===== config.mk =====
export PLATFORM = sky130hd
export DESIGN_NAME = iccm_port_arbiter
export DESIGN_NICKNAME = d
export VERILOG_FILES = /design/src/rtl/iccm_arb_pkg.sv /design/src/rtl/iccm_prog_fifo.sv /design/src/rtl/iccm_port_arbiter.sv
export SDC_FILE = /design/constraint.sdc
export NUM_CORES = 1
export LEC_CHECK = 0
export ABC_AREA = 1
export BUFFER_PORTS_ARGS = -buffer_cell sky130_fd_sc_hd__buf_4
export CAP_MARGIN = 5
export CORE_ASPECT_RATIO = 1.5
export CORE_MARGIN = 1.5
export CORE_UTILIZATION = 54
export DETAILED_ROUTE_END_ITERATION = 12
export GPL_TIMING_DRIVEN = 0
export PLACE_DENSITY = 0.81
export SYNTH_ARGS = -nofsm -noshare
export SYNTH_HDL_FRONTEND = slang
export SYNTH_SLANG_ARGS = --single-unit

===== constraint.sdc =====
create_clock -name clk_i -period 4.1 [get_ports clk_i]
set_input_delay 0.82 -clock clk_i [delete_from_list [all_inputs] [get_ports clk_i]]
set_output_delay 0.82 -clock clk_i [all_outputs]
set_load 0.05 [all_outputs]

===== src/rtl/iccm_arb_pkg.sv =====
// ============================================================================
//  Module      : iccm_arb_pkg
//  Description : Shared types for the ICCM port arbiter (mode, grant, beat).
//  Revision    : 1.0 - initial release
// ============================================================================
`default_nettype none

package iccm_arb_pkg;

  // Word-address width carried by a programming beat; the arbiter's AW must match.
  localparam int ICCM_AW = 14;

  typedef enum logic [1:0] {
    ARB_RUN   = 2'd0,
    ARB_PROG  = 2'd1,
    ARB_DRAIN = 2'd2
  } arb_state_e;

  typedef enum logic [1:0] {
    GNT_NONE  = 2'd0,
    GNT_FETCH = 2'd1,
    GNT_WRITE = 2'd2
  } grant_e;

  typedef struct packed {
    logic [ICCM_AW-1:0] addr;
    logic [31:0]        wdata;
  } prog_beat_t;

endpackage

`default_nettype wire


===== src/rtl/iccm_prog_fifo.sv =====
// ============================================================================
//  Module      : iccm_prog_fifo
//  Description : Synchronous FIFO of programming beats; wrap-bit pointers.
//  Revision    : 1.0 - initial release
// ============================================================================
`default_nettype none

module iccm_prog_fifo
  import iccm_arb_pkg::*;
#(
  parameter int DEPTH = 4
) (
  input  logic       clk_i,
  input  logic       rst_ni,
  input  logic       push_i,
  input  logic       pop_i,
  input  prog_beat_t data_i,
  output logic       full_o,
  output logic       empty_o,
  output prog_beat_t head_o
);

  localparam int PW = $clog2(DEPTH);

  logic [PW:0] wr_q, wr_d;
  logic [PW:0] rd_q, rd_d;
  logic        push_ok;
  logic        pop_ok;
  prog_beat_t  buf_q [DEPTH];

  // Full/empty come straight from the pointer registers, so ready never
  // depends on a same-cycle pop.
  assign empty_o = (wr_q == rd_q);
  assign full_o  = (wr_q[PW] != rd_q[PW]) && (wr_q[PW-1:0] == rd_q[PW-1:0]);
  assign head_o  = buf_q[rd_q[PW-1:0]];

  assign push_ok = push_i && !full_o;
  assign pop_ok  = pop_i && !empty_o;

  always_comb begin
    wr_d = wr_q;
    rd_d = rd_q;
    if (push_ok) wr_d = wr_q + 1'b1;
    if (pop_ok)  rd_d = rd_q + 1'b1;
  end

  always_ff @(posedge clk_i or negedge rst_ni) begin
    if (!rst_ni) begin
      wr_q <= '0;
      rd_q <= '0;
    end else begin
      wr_q <= wr_d;
      rd_q <= rd_d;
    end
  end

  always_ff @(posedge clk_i) begin
    if (push_ok) buf_q[wr_q[PW-1:0]] <= data_i;
  end

endmodule

`default_nettype wire


===== src/rtl/iccm_port_arbiter.sv =====
// ============================================================================
//  Module      : iccm_port_arbiter
//  Description : Shares the single-port ICCM between programming writes and
//                instruction fetch. Optional write checksum: ICCM_PROG_CSUM_EN.
//  Revision    : 1.0 - initial release
// ============================================================================
`default_nettype none

module iccm_port_arbiter
  import iccm_arb_pkg::*;
#(
  parameter int AW         = ICCM_AW,
  parameter int FIFO_DEPTH = 4,
  parameter int STARVE_MAX = 8
) (
  input  logic          clk_i,
  input  logic          rst_ni,
  input  logic          prog_mode_i,
  input  logic          prog_valid_i,
  output logic          prog_ready_o,
  input  logic [AW-1:0] prog_addr_i,
  input  logic [31:0]   prog_wdata_i,
  input  logic          fetch_req_i,
  output logic          fetch_gnt_o,
  input  logic [AW-1:0] fetch_addr_i,
  output logic          fetch_rvalid_o,
  output logic [31:0]   fetch_rdata_o,
  output logic          mem_req_o,
  output logic          mem_we_o,
  output logic [AW-1:0] mem_addr_o,
  output logic [31:0]   mem_wdata_o,
  input  logic [31:0]   mem_rdata_i,
  output logic          prog_done_o,
  output logic [31:0]   prog_csum_o
);

  localparam int SW = $clog2(STARVE_MAX + 1);

  arb_state_e    state_q, state_d;
  grant_e        grant;
  logic [SW-1:0] starve_q, starve_d;
  logic          rvalid_q;
  logic          starved;
  logic          fifo_full, fifo_empty;
  prog_beat_t    fifo_in, fifo_head;

  assign fifo_in = '{addr: prog_addr_i, wdata: prog_wdata_i};

  iccm_prog_fifo #(
    .DEPTH (FIFO_DEPTH)
  ) u_fifo (
    .clk_i   (clk_i),
    .rst_ni  (rst_ni),
    .push_i  (prog_valid_i),
    .pop_i   (grant == GNT_WRITE),
    .data_i  (fifo_in),
    .full_o  (fifo_full),
    .empty_o (fifo_empty),
    .head_o  (fifo_head)
  );

  assign starved = (starve_q == SW'(STARVE_MAX));

  always_comb begin
    state_d     = state_q;
    grant       = GNT_NONE;
    prog_done_o = 1'b0;
    starve_d    = starve_q;
    case (state_q)
      ARB_RUN: begin
        // Entering PROG suppresses any access this cycle.
        if (prog_mode_i)                                 state_d = ARB_PROG;
        else if (fetch_req_i && !fifo_full && !starved)  grant   = GNT_FETCH;
        else if (!fifo_empty)                            grant   = GNT_WRITE;
      end
      ARB_PROG: begin
        if (!prog_mode_i) state_d = ARB_DRAIN;
        if (!fifo_empty)  grant   = GNT_WRITE;
      end
      ARB_DRAIN: begin
        if (prog_mode_i) begin
          state_d = ARB_PROG;
        end else if (fifo_empty) begin
          state_d     = ARB_RUN;
          prog_done_o = 1'b1;
        end
        if (!fifo_empty) grant = GNT_WRITE;
      end
      default: state_d = ARB_RUN;
    endcase
    if (grant == GNT_WRITE)                      starve_d = '0;
    else if (grant == GNT_FETCH && !fifo_empty)  starve_d = starve_q + SW'(1);
  end

  always_ff @(posedge clk_i or negedge rst_ni) begin
    if (!rst_ni) begin
      state_q  <= ARB_RUN;
      starve_q <= '0;
      rvalid_q <= 1'b0;
    end else begin
      state_q  <= state_d;
      starve_q <= starve_d;
      rvalid_q <= (grant == GNT_FETCH);
    end
  end

  assign prog_ready_o   = !fifo_full;
  assign fetch_gnt_o    = (grant == GNT_FETCH);
  assign fetch_rvalid_o = rvalid_q;
  assign fetch_rdata_o  = mem_rdata_i;
  assign mem_req_o      = (grant != GNT_NONE);
  assign mem_we_o       = (grant == GNT_WRITE);
  assign mem_addr_o     = (grant == GNT_WRITE) ? fifo_head.addr :
                          (grant == GNT_FETCH) ? fetch_addr_i   : '0;
  assign mem_wdata_o    = (grant == GNT_WRITE) ? fifo_head.wdata : '0;

`ifdef ICCM_PROG_CSUM_EN
  logic [31:0] csum_q, csum_d;

  always_comb begin
    csum_d = csum_q;
    if (state_q == ARB_RUN && state_d == ARB_PROG) csum_d = '0;
    else if (grant == GNT_WRITE)                   csum_d = csum_q + fifo_head.wdata;
  end

  always_ff @(posedge clk_i or negedge rst_ni) begin
    if (!rst_ni) csum_q <= '0;
    else         csum_q <= csum_d;
  end

  assign prog_csum_o = csum_q;
`else
  assign prog_csum_o = '0;
`endif

endmodule

`default_nettype wire

==> results of run 1 <==
where the power goes:
part / switching, mW / internal [mW]
sequential: 0.132 / 2.68
combinational: 3.82 / 1.48
clock: 0.752 / 0.856
Yosys cell counts (all sizes together):
master  instances
xor2            5
nand2          68
ha             12
nand3b          1
inv            23
o31ai           1
nor2          163
edfxtp        184
clkbuf         20
nand3          12
o22ai          14
buf            80
conb            1
xnor2           1
nand4           4
o21ai          93
dfrtp          13
a21oi          37
layout by cell type, fill, tap and decap left out:
master      netlist  final
buf_4            65    213
edfxtp_1        184    184
nor2_1          163    159
o21ai_0          93     93
nand2_1          67     67
conb_1            1     32
a21oi_2          30     30
clkbuf_1         20     20
inv_1            19     19
clkbuf_16         0     17
o22ai_1          14     14
dfrtp_1          13     13
ha_1             12     12
nand3_1          10     10
buf_2             7      7
a21oi_1           6      6
buf_6             5      5
xor2_1            5      5
clkinv_4          0      5
inv_2             4      4
nor2_4            0      4
inv_8             0      4
buf_12            0      4
buf_1             3      3
nand3_2           2      2
nand4_2           2      2
nand4_1           2      2
inv_6             0      2
xnor2_2           1      1
nand3b_1          1      1
nand2_2           1      1
a21oi_4           1      1
o31ai_1           1      1
clkinvlp_4        0      1
bufinv_16         0      1
through the flow:
step | util (%) | setup slack (ps) | hold slack [ps] | power (mW) | instances
finish | 69.01 | 714.3 | 223.7 | 9.730 | 1148
global route | 69.01 | 503.7 | 219.6 | 10.23 | 1148
CTS | 69.01 | 700.3 | 223.9 | 9.783 | 1148
detailed placement | 65.39 | 1091 | 490.4 | 8.182 | 1118
global placement | 64.68 | -876.4 | 476.1 | 8.068 | 1114
floorplan | - | 554.8 | 462.1 | 6.577 | 763
worst min path at each step:
stage	end	slack, ps	cells past startpoint
3_3_place_gp	u_fifo.wr_q[2]	480	1
4_1_cts	u_fifo.wr_q[0]	220	1
6_report	state_q[0]	220	1
2_1_floorplan	u_fifo.rd_q[2]	460	2
3_5_place_dp	u_fifo.wr_q[2]	490	1
5_1_grt	state_q[0]	220	1
flip-flops by register name, indices dropped and copies added (netlist names):
signal / cells
fetch_rvalid_o: 1
u_fifo.rd_q: 3
starve_q: 4
u_fifo.wr_q: 3
state_q: 2
u_fifo.buf_q: 184
layer usage:
metal / routed length [µm] / part of all wire (%) / up-vias
met4: 474 / 2.5 / 0
met2: 10490 / 54 / 252
li1: - / - / 2836
met1: 7000 / 36 / 2823
met5: 0 / 0 / -
met3: 1363 / 7.1 / 34
kinds of logic (layout without fill, tap and decap cells):
group	Yosys count	count (layout)	synth area share [%]
simple gates	248	248	11.36
flops	197	197	67.47
compound gates	145	145	10.03
buf+inv	123	305	8.672
fa+ha+maj	12	12	1.732
xor+xnor	6	6	0.6927
other cells	1	32	0.04325
critical path: stages, from the launching register on:
cell and delay (ps):
dfrtp_1 480, inv_2 110, clkbuf_1 350, clkbuf_1 490
nor2_1 90, o22ai_1 260, nand2_1 100, nand2_1 70
buf_4 190
cell type report:
| type | instances | area [µm²] |
|---|---|---|
| multi-input combinational | 443 | 2215 |
| timing repair buffer | 152 | 1191 |
| tap | 203 | 254.0 |
| buffer | 100 | 665.6 |
| inverter | 23 | 86.33 |
| fill | 1157 | 4863 |
| clock buffer | 17 | 425.4 |
| sequential | 197 | 5851 |
| clock inverter | 13 | 143.9 |
==> flow_summary.ini, run 1 <==
[outcome]
outcome = completed

[sta]
period_minus_ws_final_ps = 3386
maxSlewHeadroom_pct = 47.25
setup_viol = 0
hold_viol = 0
rsz0062_at_grt = false
timing.final.crit_share_pct = 82.58
tightestPinTransition_ps = 789.4
final.setup_skew_ps = 10.67
setup_total_negative_slack_ps = 0
achievable-frequency_mhz = 295.4
drv_slew = 0

[yosys]
synth_area_per_cell_um2 = 11.85
flip_flop_and_latch_count_after_synthesis = 197
ys_seq_area_share_pct = 67.47
synth.distinct_cells = 27
count_of_mapped_cells_out_of_synthesis = 732
yosys_warning_count = 0
synthesized_area_um2 = 8671
synth.top_cell.area_share_pct = 63.72
synth_top_cell_by_area = edfxtp_1
synthTopCellsByArea = edfxtp_1 (64%), nor2_1 (7.1%), buf_4 (5.6%)

[setup_path]
reg2reg_setup_slack_ps = 1690
reg2reg_depth = 5
timing.rr.start = u_fifo.rd_q[0]
critical_path_class = register to primary output
worst_ep_required_time_ps = 3280
crit_fanout = 10
worst_setup_path_start_kind = register
r2r_endpoint = u_fifo.buf_q[2][9]
worstSetupEndpointType = primary output
worstSetupEndpoint = mem_addr_o[13]
timing.critical_path.from = u_fifo.rd_q[0]
cp_data_arrival_time_ps = 2570

[clock_tree]
post_cts_resize_count = 0
clkTransAtPathRegs_ps = 70
numCtsBuffers = 17
cts_hold_repair.buffers = 0
max-clock-path-buffers = 2
tritoncts = built
htree_num_levels = 4
insertion_delay_ps = 430
clock-root-buffer = clkbuf_16
cts_post_setup_buffers_inserted = 0
clock-sinks = 197

[detailed_routing]
number_of_design_rule_violations_left_after_detail_routing = 0
route.antenna.remaining_nets = 0
detail_route.wl_per_cell_um = 16.84
routed-via-count = 5945
drt-total-wl_um = 19330
vias_per_cell = 5.179
drtIter0Drc = 471
firstDrtPassIters = 5

[floorplan]
io-pin-count = 213
fp.dieArea_um2 = 16840
design.core.area_um2 = 15700
fp.dieH_um = 158.2
die_w_um = 106.5
placement_rows = 56
start_util_pct = 55.25

[power_and_ir_drop]
power.density_nw_per_um2 = 898.3
static-leakage-power_nw = 4.363
vdd_drop_max_mv = 0.6292

[global_routing]
use_met2_pct = 43.59
first_pass_grt_wire_length_um = 29430
grt_pass1_vias = 5694
grt_usage_pct = 23.33
number_of_antenna_violations_at_the_first_check_in_global_routing = 0
grt_overflow = 0
grt_most_used_layer = met2
globalRouteMet1Util_pct = 25.76
met3_usage_pct = 5.228
grt_start_max_net_pins = 29

[cells_and_area]
areaGrowthSynthToFinish_pct = 24.92
antenna_cells = 0
drive_above_1_share_pct = 32.17
final_area_um2 = 10830
nets = 1043

[place]
placement.io_buffers = 148
gpl.final_weighted_congestion = 0.7729
hpwl_detailed_um = 13060
placed_area_um2 = 10260

[hold_path]
hold_removal_path_class = primary input to asynchronous set/reset pin

[job]
cap_violations = 0
No activity file was read; power rests on OpenSTA's default activity.
==> inputs of run 2 (changes only) <==
==> constraint.sdc (replaced) <==
create_clock -name clk_i -period 3.35 [get_ports clk_i]
set_input_delay 0.67 -clock clk_i [delete_from_list [all_inputs] [get_ports clk_i]]
set_output_delay 0.67 -clock clk_i [all_outputs]
set_load 0.05 [all_outputs]
==> run 2 against run 1 <==
Global-route usage is 0.17 points higher. Worst setup slack worse by 640 ps. Wire length is 1.2% higher. First-iteration DRC count is 17% lower. Non-clock buffer count stayed put. Clock-buffer cell count stayed put. Die area stayed put. Sequential power is 22% higher. Via count is 0.56% higher. Flip-flop and latch count stayed put. Power is 23% higher. Clock power is 27% higher. Largest power group unchanged.
==> flow_summary.ini, run 2 (synthesis gave the netlist of run 1 again) <==
[clock_tree]
post_cts_resize_count = 0
insertion_delay_ps = 420
clock-sinks = 197
numCtsBuffers = 17
clock-root-buffer = clkbuf_16
cts_post_setup_buffers_inserted = 0
max-clock-path-buffers = 2
htree_num_levels = 4
tritoncts = built
clkTransAtPathRegs_ps = 70
cts_hold_repair.buffers = 0

[sta]
final.setup_skew_ps = 10.03
drv_slew = 0
setup_total_negative_slack_ps = 0
rsz0062_at_grt = false
setup_viol = 0
tightestPinTransition_ps = 983.5
achievable-frequency_mhz = 305.0
period_minus_ws_final_ps = 3278
maxSlewHeadroom_pct = 34.28
hold_viol = 0
timing.final.crit_share_pct = 97.86

[power_and_ir_drop]
power.switching_fraction_pct = 48.04
p_int_mw = 6.235
power_mw = 12.00
power.density_nw_per_um2 = 1104
combinationalPowerShare_pct = 54.3
vdd_drop_max_mv = 0.9831
net_sw_power_mw = 5.765
seq_power_share_pct = 28.7
static-leakage-power_nw = 4.384
p_clk_share_pct = 17.0

[setup_path]
critical_path_class = register to primary output
reg2reg_setup_slack_ps = 840
crit_fanout = 10
r2r_endpoint = u_fifo.buf_q[0][3]
cp_data_arrival_time_ps = 2610
reg2reg_depth = 5
timing.rr.start = u_fifo.rd_q[0]
worstSetupEndpointType = primary output
worst_ep_required_time_ps = 2680
worst_setup_path_start_kind = register

[floorplan]
start_util_pct = 55.25
die_w_um = 106.5
placement_rows = 56
design.core.area_um2 = 15700
io-pin-count = 213
fp.dieH_um = 158.2
fp.dieArea_um2 = 16840

[global_routing]
number_of_antenna_violations_at_the_first_check_in_global_routing = 0
grt_start_max_net_pins = 30
grt_most_used_layer = met2
grt_pass1_vias = 5845
first_pass_grt_wire_length_um = 29600
grt_overflow = 0
met3_usage_pct = 4.776
use_met2_pct = 44.73
globalRouteMet1Util_pct = 24.95
grt_usage_pct = 23.50

[detailed_routing]
number_of_design_rule_violations_left_after_detail_routing = 0
route.antenna.remaining_nets = 0
routed-via-count = 5978
drt-total-wl_um = 19560
vias_per_cell = 5.203
drtIter0Drc = 393
firstDrtPassIters = 5
detail_route.wl_per_cell_um = 17.02

[cells_and_area]
seqCellArea_um2 = 5851
layout_commonest_cell = buf_4
fin_util_pct = 69.24
multi_input_area_um2 = 2215
drive_above_1_share_pct = 32.35
final_area_um2 = 10870
areaGrowthSynthToFinish_pct = 25.32
antenna_cells = 0
nets = 1043
flip_flop_count_of_the_largest_register_all_copies_and_words_added = 184
final.fill_count = 1122
commonest_cells_after_routing_fill_and_taps_aside = buf_4 (213), edfxtp_1 (184), nor2_1 (159)

[hold_path]
hold_removal_path_class = primary input to asynchronous set/reset pin

[job]
cap_violations = 0

[outcome]
outcome = completed

[place]
hpwl_detailed_um = 12980
placed_area_um2 = 10270
gpl.final_weighted_congestion = 0.7803
placement.io_buffers = 148
==> run 2: power by group through the flow <==
stage	clock (mW)	combinational, mW	sequential, mW
2_1_floorplan	0	4.56	3.49
4_1_cts	2.06	6.56	3.44
5_1_grt	2.16	6.94	3.49
3_5_place_dp	0	6.52	3.49
3_3_place_gp	0	6.33	3.53
6_report	2.04	6.52	3.44
==> run 2: worst max path at each step <==
stage | to | start
final | mem_wdata_o[31] | u_fifo.rd_q[0]
after global routing | mem_wdata_o[0] | u_fifo.rd_q[0]
after CTS | mem_wdata_o[0] | u_fifo.rd_q[0]
after detailed placement | mem_wdata_o[0] | u_fifo.rd_q[0]
after global placement | u_fifo.buf_q[1][5] | u_fifo.rd_q[0]
after floorplan | u_fifo.buf_q[0][0] | u_fifo.rd_q[0]
==> run 2: layout make-up <==
| class | count | area share, % |
|---|---|---|
| flip-flops and latches | 197 | 53.84 |
| multi-input cells | 443 | 20.38 |
| repair buffers | 152 | 11.03 |
| plain buffers | 100 | 6.149 |
| clock buffers | 17 | 3.915 |
| well taps | 203 | 2.337 |
| clock inverters | 14 | 1.554 |
| inverters | 23 | 0.7945 |
==> run 2: metal layers <==
| metal | vias up | share of wire [%] |
|---|---|---|
| met3 | 35 | 7.5 |
| met4 | 0 | 2.4 |
| met5 | - | 0 |
| met2 | 290 | 55 |
| met1 | 2814 | 35 |
| li1 | 2839 | - |
==> run 2: worst max-delay path, stage by stage (launching register included) <==
cell and delay (ps):
dfrtp_1 480, inv_2 100, clkbuf_1 390, clkbuf_1 500, o21ai_0 180, a21oi_1 280
buf_4 250
==> run 2: metrics by stage <==
stage / hold slack, ps / setup WS (ps) / std cells
floorplan: 374.4 / -154.6 / 763
global placement: 476.9 / -1424 / 1114
detailed placement: 488.0 / 556.0 / 1118
CTS: 71.72 / 64.16 / 1149
global route: 79.62 / 8.015 / 1149
finish: 84.24 / 71.69 / 1149
